--- src/rtl/msk_present_sbox_layer_ctrl.sv ---
// Serial sequencer that streams a d-share masked PRESENT state, one nibble per cycle, through one pipelined masked S-box.
// Optional build macro PRESENT_SBL_ZEROIZE_EN clears the state buffer and the rnd2 register on the output handshake.
module msk_present_sbox_layer_ctrl #(
  parameter int d      = 4,
  parameter int SB_LAT = 2,
  parameter int RND_W  = 12
) (
  input  logic                 clk,
  input  logic                 rst_n,
  input  logic                 in_valid,
  output logic                 in_ready,
  input  logic [64*d-1:0]      in_state,
  output logic                 out_valid,
  input  logic                 out_ready,
  output logic [64*d-1:0]      out_state,
  input  logic                 rnd_valid,
  output logic                 rnd_ready,
  input  logic [2*RND_W-1:0]   rnd_in,
  output logic [4*d-1:0]       sb_in,
  output logic [RND_W-1:0]     sb_rnd1,
  output logic [RND_W-1:0]     sb_rnd2,
  input  logic [4*d-1:0]       sb_out,
  output logic                 busy
);
  localparam int NW = 4*d;
  localparam int SW = 64*d;

  typedef enum logic [1:0] {S_IDLE, S_RUN, S_DRAIN, S_DONE} state_t;

  state_t            r_state;
  logic [SW-1:0]     r_buf;
  logic [4:0]        r_issue_cnt;
  logic [4:0]        r_ret_cnt;
  logic [SB_LAT-1:0] r_vld;
  logic [3:0]        r_idx [SB_LAT];
  logic [RND_W-1:0]  r_rnd2;
  logic              r_in_ready;
  logic              r_out_valid;
  logic              r_busy;

  logic              w_issue;
  logic              w_wb;
  logic [3:0]        w_wb_idx;
  logic [NW-1:0]     w_nib;

  always_comb w_issue = (r_state == S_RUN) && rnd_valid && (r_issue_cnt < 5'd16);

  assign w_wb     = r_vld[SB_LAT-1];
  assign w_wb_idx = r_idx[SB_LAT-1];

  always_comb begin
    w_nib = '0;
    for (int k = 0; k < 16; k++)
      if (r_issue_cnt[3:0] == 4'(k)) w_nib = r_buf[NW*k +: NW];
  end

  // Issue-side outputs are zero in every non-issue cycle so the S-box never sees stale shares.
  assign rnd_ready = w_issue;
  assign sb_in     = w_issue ? w_nib : '0;
  assign sb_rnd1   = w_issue ? rnd_in[RND_W-1:0] : '0;
  assign sb_rnd2   = r_rnd2;
  assign out_state = r_buf;
  assign in_ready  = r_in_ready;
  assign out_valid = r_out_valid;
  assign busy      = r_busy;

  always_ff @(posedge clk or negedge rst_n) begin
    if (!rst_n) begin
      r_state     <= S_IDLE;
      r_buf       <= '0;
      r_issue_cnt <= '0;
      r_ret_cnt   <= '0;
      r_vld       <= '0;
      for (int i = 0; i < SB_LAT; i++) r_idx[i] <= '0;
      r_rnd2      <= '0;
      r_in_ready  <= 1'b1;
      r_out_valid <= 1'b0;
      r_busy      <= 1'b0;
    end else begin
      // Token pipe mirrors the S-box latency; the exiting index selects the write-back nibble.
      r_vld[0] <= w_issue;
      r_idx[0] <= r_issue_cnt[3:0];
      for (int i = 1; i < SB_LAT; i++) begin
        r_vld[i] <= r_vld[i-1];
        r_idx[i] <= r_idx[i-1];
      end
      r_rnd2 <= w_issue ? rnd_in[2*RND_W-1:RND_W] : '0;

      if (w_wb) begin
        for (int k = 0; k < 16; k++)
          if (w_wb_idx == 4'(k)) r_buf[NW*k +: NW] <= sb_out;
        if (r_ret_cnt < 5'd16) r_ret_cnt <= r_ret_cnt + 5'd1;
      end

      case (r_state)
        S_IDLE: begin
          if (in_valid) begin
            r_buf       <= in_state;
            r_issue_cnt <= '0;
            r_ret_cnt   <= '0;
            r_state     <= S_RUN;
            r_in_ready  <= 1'b0;
            r_busy      <= 1'b1;
          end
        end
        S_RUN: begin
          if (w_issue) begin
            r_issue_cnt <= r_issue_cnt + 5'd1;
            if (r_issue_cnt == 5'd15) r_state <= S_DRAIN;
          end
        end
        S_DRAIN: begin
          if ((r_ret_cnt == 5'd16) || (w_wb && (r_ret_cnt == 5'd15))) begin
            r_state     <= S_DONE;
            r_busy      <= 1'b0;
            r_out_valid <= 1'b1;
          end
        end
        S_DONE: begin
          if (out_ready) begin
            r_state     <= S_IDLE;
            r_out_valid <= 1'b0;
            r_in_ready  <= 1'b1;
`ifdef PRESENT_SBL_ZEROIZE_EN
            r_buf       <= '0;
            r_rnd2      <= '0;
`endif
          end
        end
        default: r_state <= S_IDLE;
      endcase
    end
  end
endmodule

--- config.mk ---
export PLATFORM = sky130hd
export DESIGN_NAME = msk_present_sbox_layer_ctrl
export DESIGN_NICKNAME = d
export VERILOG_FILES = /design/src/rtl/msk_present_sbox_layer_ctrl.sv
export SDC_FILE = /design/constraint.sdc
export NUM_CORES = 1
export LEC_CHECK = 0
export ABC_AREA = 1
export ABC_CLOCK_PERIOD_IN_PS = 2820
export CORE_AREA = 5 5 232 234
export DETAILED_ROUTE_END_ITERATION = 7
export DIE_AREA = 0 0 237 239
export GPL_TIMING_DRIVEN = 1
export PLACE_DENSITY = 0.67
export SLEW_MARGIN = 20
export SYNTH_ARGS = -nofsm -noshare
export SYNTH_HDL_FRONTEND = slang
export SYNTH_SLANG_ARGS = --single-unit
--- constraint.sdc ---
create_clock -name clk -period 2.82 [get_ports clk]
set_input_delay 0.282 -clock clk [delete_from_list [all_inputs] [get_ports clk]]
set_output_delay 0.282 -clock clk [all_outputs]
set_load 0.01 [all_outputs]
==> results_dict.tcl, run 1 <==
set metrics [dict create \
    syn_to_final_growth_pct 60.80 \
    clk_pin_slew_ps 60 \
    drt_iter0_drc 2180 \
    drive_gt1_frac 0.1460 \
    syn_inst 2314 \
    drcViolationCount 0 \
    worst_path_most_repeated_cell "nand3_2" \
    reg2reg_depth 7 \
    synthesis.area_mm2 0.01636 \
    synth_top_flop_cell "dfrtp_1" \
    nNetsFinal 3258 \
    status "complete, but fails checks" \
    synthMostInstantiatedCell "nand2_1" \
    clockBufferDepth 3 \
    drt_pass1_iterations 6 \
    synth_commonest_cells "nand2_1, dfrtp_1, nor2_1" \
    ant_nets 0 \
    gp_congestion 0.9419 \
    numCtsBuffers 37 \
    cts_max_level 2 \
    wl_met3_mm 8.695 \
    critPathRequiredTime_ps 2540 \
    place_hpwl_mm 68.03 \
    nFillCells 4982 \
    synth.ff_latch_count 293 \
    num_io_pins 601 \
    antenna_found_initial 7 \
    cp_cell_sequence "inv_2 > ha_4 > inv_6 > buf_12 > nor2_4 > buf_4 > a21oi_1 > nand2_1 > nand3_1 > nand3_2 > nand3_1 > nand2_2 > nand3_2 > nand3_2 > nand3_4 > nand2_2 > a21oi_2 > buf_2" \
    synth-edff-count 0 \
    synth_cell_types 35 \
    dieWidth_um 237 \
    finClkSkew_ps 15.48 \
    cts.sinks 293 \
    yosysTopAreaCellShare 0.4466 \
    setup_viol 16 \
    num_rows 84 \
    worstMarginPinSlew_ps 860.2 \
    routed_wl_mm 90.98 \
    power.density_mw_per_mm2 1151 \
    critPathLaunchType "flop" \
    seq_area_mm2 0.007337 \
    post-place-ws_ps -546.0 \
    coreArea_mm2 0.05181 \
    viasPerCell 5.401 \
    synth_nets 2627 \
    worst_hold_slack_ps 241.6 \
    yosys_warnings 0 \
    setup_ws_ps -450.4 \
    grt_pass1_wl_mm 130.8 \
    synth_area_leaders "dfrtp_1, nand2_1, nand3_1" \
    hp-class "input pin to flop" \
    grt_pass1_vias 19560 \
    slowest_delay_ps 390 \
    grt_start_max_net_pins 103 \
    rsz0062_at_grt "yes" \
    wl_met1_mm 35.75 \
    ir_drop_v 0.0004573 \
    initial_core_util 0.3158 \
    drv_slew 0 \
    leakage_nw 11.96 \
    overflow 0 \
    max_cap_viol_count 0 \
    arrival_ps 2990 \
    period_needed_ps 3270 \
    postSynth.asyncResetShare 1.000 \
    clkLatencyLatePin_ps 550 \
    die-height_um 239 \
    min_period_over_period 1.160 \
    cp_max_fo 7 \
    reg2reg_setup_slack_ps 410 \
    worstHoldPathCells 3 \
    multi_input_area_mm2 0.008392 \
    vias 19790 \
    max_freq_mhz 305.8 \
    violations "negative setup slack" \
    met2_length_mm 42.46 \
    synth_largest_area_cell "dfrtp_1" \
    cpMaxStageDelayCell "dfrtp_1" \
    portBuffers 600 \
    grt_use_total 0.3054 \
    cts_root_buffer "clkbuf_16" \
    hold_viol 0 \
    die-area_mm2 0.05664 \
    wire_per_inst_um 24.83 \
    path_class "flop to primary output" \
    cts_tree "done" \
    synth_seq_area_share 0.4482 \
    highest_layer "met5" \
    avgSynthCellArea_um2 7.071 \
    relSlewSlack 0.4251 \
    critPathCaptureType "primary output" \
]
-- metrics by stage --
step | setup TNS [ps] | cell area, um2 | instances | util | power [mW]
6_report | -5846 | 26310 | 3664 | 0.5078 | 30.29
5_1_grt | -8025 | 26310 | 3662 | 0.5077 | 31.92
4_1_cts | -6759 | 25780 | 3648 | 0.4976 | 29.31
3_5_place_dp | -6836 | 23860 | 3563 | 0.4604 | 23.24
3_3_place_gp | -6437 | 23860 | 3563 | 0.4604 | 23.05
2_1_floorplan | 0 | 16360 | 2314 | - | 14.18
-- placed cells by master, fill, tap and decap left out, types with 22 or more instances in the layout --
master	synthesis	final
a21oi_1	223	206
a31oi_1	111	111
buf_12	0	22
buf_4	0	124
clkbuf_16	0	40
clkdlybuf4s50_1	0	583
dfrtp_1	292	289
inv_1	209	203
nand2_1	550	497
nand2_2	2	47
nand3_1	236	159
nand3_2	1	61
nor2_1	240	235
o21ai_0	207	203
-- critical path, delay by kind of cell (launching register included) --
family                     cells  cell delay (ps)
DFF                            1              390
and+or+nand+nor               10             1090
adders and majority gates      1              190
AOI/OAI and AO/OA              2              110
buffers and inverters          5              630
-- path summary, 6_finish.rpt --
| path | from | end |
|---|---|---|
| setup / recovery | r_issue_cnt[1] | sb_in[1] |
| hold / removal | rnd_in[23] | sb_rnd2[11] |
| setup reg to reg | r_vld[1] | out_state[227] |
| hold reg to reg | r_idx[4] | w_wb_idx[0] |
| max in group asynchronous | rst_n | in_ready |
| min in group asynchronous | rst_n | out_state[141] |
-- registers in the layout, indices dropped and copies added, names as in the netlist --
register,cells
r_ret_cnt,5
sb_rnd2,12
r_issue_cnt,5
in_ready,1
r_idx,4
r_state,2
w_wb_idx,4
out_state,256
r_vld,2
out_valid,1
busy,1
-- cell type report --
| type | count | share of cell area |
|---|---|---|
| clock inverters | 13 | 0.005849 |
| multi-input cells | 1630 | 0.3189 |
| diodes | 4 | 0.0003804 |
| inverters | 214 | 0.03167 |
| well taps | 688 | 0.03272 |
| flip-flops and latches | 293 | 0.2789 |
| clock buffers | 53 | 0.04137 |
| repair buffers | 769 | 0.2902 |
-- logic make-up (layout without fill, tap and decap cells) --
kind of cell	count (synthesis)	in the layout	synth area share
adder cells (fa/ha/maj)	12	12	0.009175
XOR/XNOR	1	1	0.0005353
flip-flops	293	293	0.4482
buffers and inverters	391	1049	0.09283
AND/OR/NAND/NOR	1060	1060	0.2685
other	0	4	0
AO/OA/AOI/OAI	557	557	0.1808
-- power breakdown --
| part | internal (mW) | switching (mW) | total (mW) |
|---|---|---|---|
| combinational | 7.62 | 9.53 | 17.1 |
| clock | 2.97 | 1.99 | 4.96 |
| sequential | 6.15 | 2.03 | 8.18 |
| total | 16.7 | 13.6 | 30.3 |
-- routing by layer --
layer | vias to the layer above | global-route usage
met5 | - | 0
met4 | 8 | 0.1238
met3 | 206 | 0.06622
met2 | 1212 | 0.4961
met1 | 9473 | 0.3986
li1 | 8889 | -
-- repair_timing --
item / in CTS / in global routing
cloned: 3 / 2
pin swaps: 30 / 53
hold buffers: 1 / 0
setup endpoints to repair: 16 / 17
setup buffers: 15 / 11
hold endpoints to repair: 76 / 0
resized for setup: 188 / 105
(Power assumes the default switching activity.)
==> run 2: changes to the inputs <==
==> constraint.sdc (replaced) <==
create_clock -name clk -period 2.82 [get_ports clk]
set_input_delay 0.282 -clock clk [delete_from_list [all_inputs] [get_ports clk]]
set_output_delay 0.282 -clock clk [all_outputs]
set_load 0.1 [all_outputs]
==> results_dict.tcl, run 2 (synthesis results as in run 1) <==
set metrics [dict create \
    portBuffers 600 \
    drt_iter0_drc 2170 \
    cpMaxStageDelayCell "dfrtp_1" \
    setup_viol 16 \
    rsz0062_at_grt "yes" \
    dieWidth_um 237 \
    status "complete, but fails checks" \
    critPathRequiredTime_ps 2540 \
    min_to "sb_rnd2[7]" \
    antenna_found_initial 1 \
    syn_to_final_growth_pct 57.81 \
    fin_util 0.4984 \
    largest_register_ffs 256 \
    routed_wl_mm 91.44 \
    cts_max_level 2 \
    cp_top_family "simple AND/OR/NAND/NOR gates" \
    cts_tree "done" \
    drt_pass1_iterations 8 \
    critPathCaptureType "primary output" \
    slowest_delay_ps 410 \
    cp_cell_sequence "inv_2 > ha_4 > nand3_2 > buf_12 > inv_4 > a21oi_1 > nand2_1 > nand3_1 > nand3_2 > nand3_1 > nand2_1 > nand3_1 > nand3_2 > nand3_2 > nand2_2 > a21oi_4 > buf_12" \
    grt_use_total 0.3068 \
    clkLatencyLatePin_ps 560 \
    r2r_end "out_state[149]" \
    grt_pass1_vias 19520 \
    num_io_pins 601 \
    dpl.cell_count 3544 \
    finClkSkew_ps 17.05 \
    hold_viol 0 \
    wire_per_inst_um 25.20 \
    period_needed_ps 3283 \
    ant_nets 0 \
    diodes 0 \
    drcViolationCount 1 \
    grt_start_max_net_pins 157 \
    drv_slew 0 \
    grt_pass1_wl_mm 131.5 \
    clk_pin_slew_ps 60 \
    final_common_cell "nand2_1" \
    busiest_layer "met2" \
    vias 19850 \
    grtUsageMet2 0.4966 \
    relSlewSlack 0.3381 \
    die-area_mm2 0.05664 \
    use_met3 0.07095 \
    coreArea_mm2 0.05181 \
    max_cap_viol_count 0 \
    cp_num_buf_inv 4 \
    numCtsBuffers 37 \
    worst_hold_slack_ps 260.8 \
    worstHoldStart "rnd_in[19]" \
    worstHoldPathCells 3 \
    worstReg2RegStart "r_vld[1]" \
    worst_path_most_repeated_cell "nand3_2" \
    violations "design-rule violations, negative setup slack" \
    clockBufferDepth 3 \
    cp_max_fo 16 \
    cts.sinks 293 \
    nFillCells 5087 \
    gp_congestion 0.9407 \
    min_period_over_period 1.164 \
    die-height_um 239 \
    nNetsFinal 3230 \
    tns_ps -6741 \
    setup_ws_ps -463.0 \
    place_hpwl_mm 68.15 \
    worstMarginPinSlew_ps 990.4 \
    grt_use_met1 0.4045 \
    reg2reg_setup_slack_ps 370 \
    num_rows 84 \
    final_cells 3628 \
    critPathLaunchType "flop" \
    initial_core_util 0.3158 \
    max_freq_mhz 304.6 \
    viasPerCell 5.470 \
    layout_common_cells "nand2_1, buf_4, clkdlybuf4s50_1, dfrtp_1, nor2_1" \
    arrival_ps 3000 \
    reg2reg_depth 6 \
    path_class "flop to primary output" \
    cts_root_buffer "clkbuf_16" \
    hp-class "input pin to flop" \
    drive_gt1_frac 0.2327 \
    overflow 0 \
]
==> run 2: changes by cell type in the layout (fill, tap and decap cells not counted), moves of 8 or more <==
cell / previous run / this run
a21oi_2: 15 / 6
a21oi_4: 3 / 16
buf_12: 22 / 51
buf_2: 15 / 0
buf_4: 124 / 371
clkdlybuf4s50_1: 583 / 299
nand2_2: 47 / 39
o21ai_0: 203 / 194
==> run 2: per-layer routing <==
layer,up-vias,part of all wire
met1,9660,0.40
met2,1163,0.47
met4,2,0.040
met5,-,0.00075
li1,8820,-
met3,200,0.093
==> run 2: how the worst max path moves through the flow <==
stage	startpoint	end	slack, ps	cells after the start
6_report	r_issue_cnt[0]	sb_in[14]	-460	17
3_3_place_gp	r_issue_cnt[0]	sb_in[8]	-150	18
5_1_grt	r_issue_cnt[3]	sb_in[14]	-590	20
2_1_floorplan	r_issue_cnt[0]	sb_in[10]	-210	18
4_1_cts	r_issue_cnt[0]	sb_in[8]	-550	19
3_5_place_dp	r_issue_cnt[0]	sb_in[8]	-180	18
==> run 2: stage by stage <==
stage | cell area (um2) | setup WS (ps)
2_1_floorplan | 16530 | -206.9
3_3_place_gp | 23500 | -151.2
3_5_place_dp | 23500 | -175.1
4_1_cts | 25410 | -547.2
5_1_grt | 25820 | -592.8
6_report | 25820 | -463.0
==> run 2: what timing repair did <==
action / in CTS / in global routing
setup buffers: 10 / 6
endpoints found under the hold margin: 77 / 0
pin swaps: 19 / 37
setup endpoints to repair: 16 / 16
gates cloned: 3 / 3
hold buffers: 1 / 0
gates resized for setup: 128 / 82
==> run 2: cell type report <==
type,count,area (um2),area share
clock buffers,50,1025,0.03968
inverters,214,825.8,0.03198
flip-flops and latches,293,7336,0.2841
multi-input cells,1630,8499,0.3291
clock inverters,12,192.7,0.007462
well taps,688,860.8,0.03333
repair buffers,740,7077,0.2740
repair inverters,1,7.507,0.0002907
==> run 2: worst min-delay path, cell delays in order <==
cell and delay, ps:
clkdlybuf4s50_1 390, inv_1 50, nor2_1 30
Power of run 2 is not shown: default switching activity piles up to over one toggle a cycle in this logic, so the estimate is an artifact.
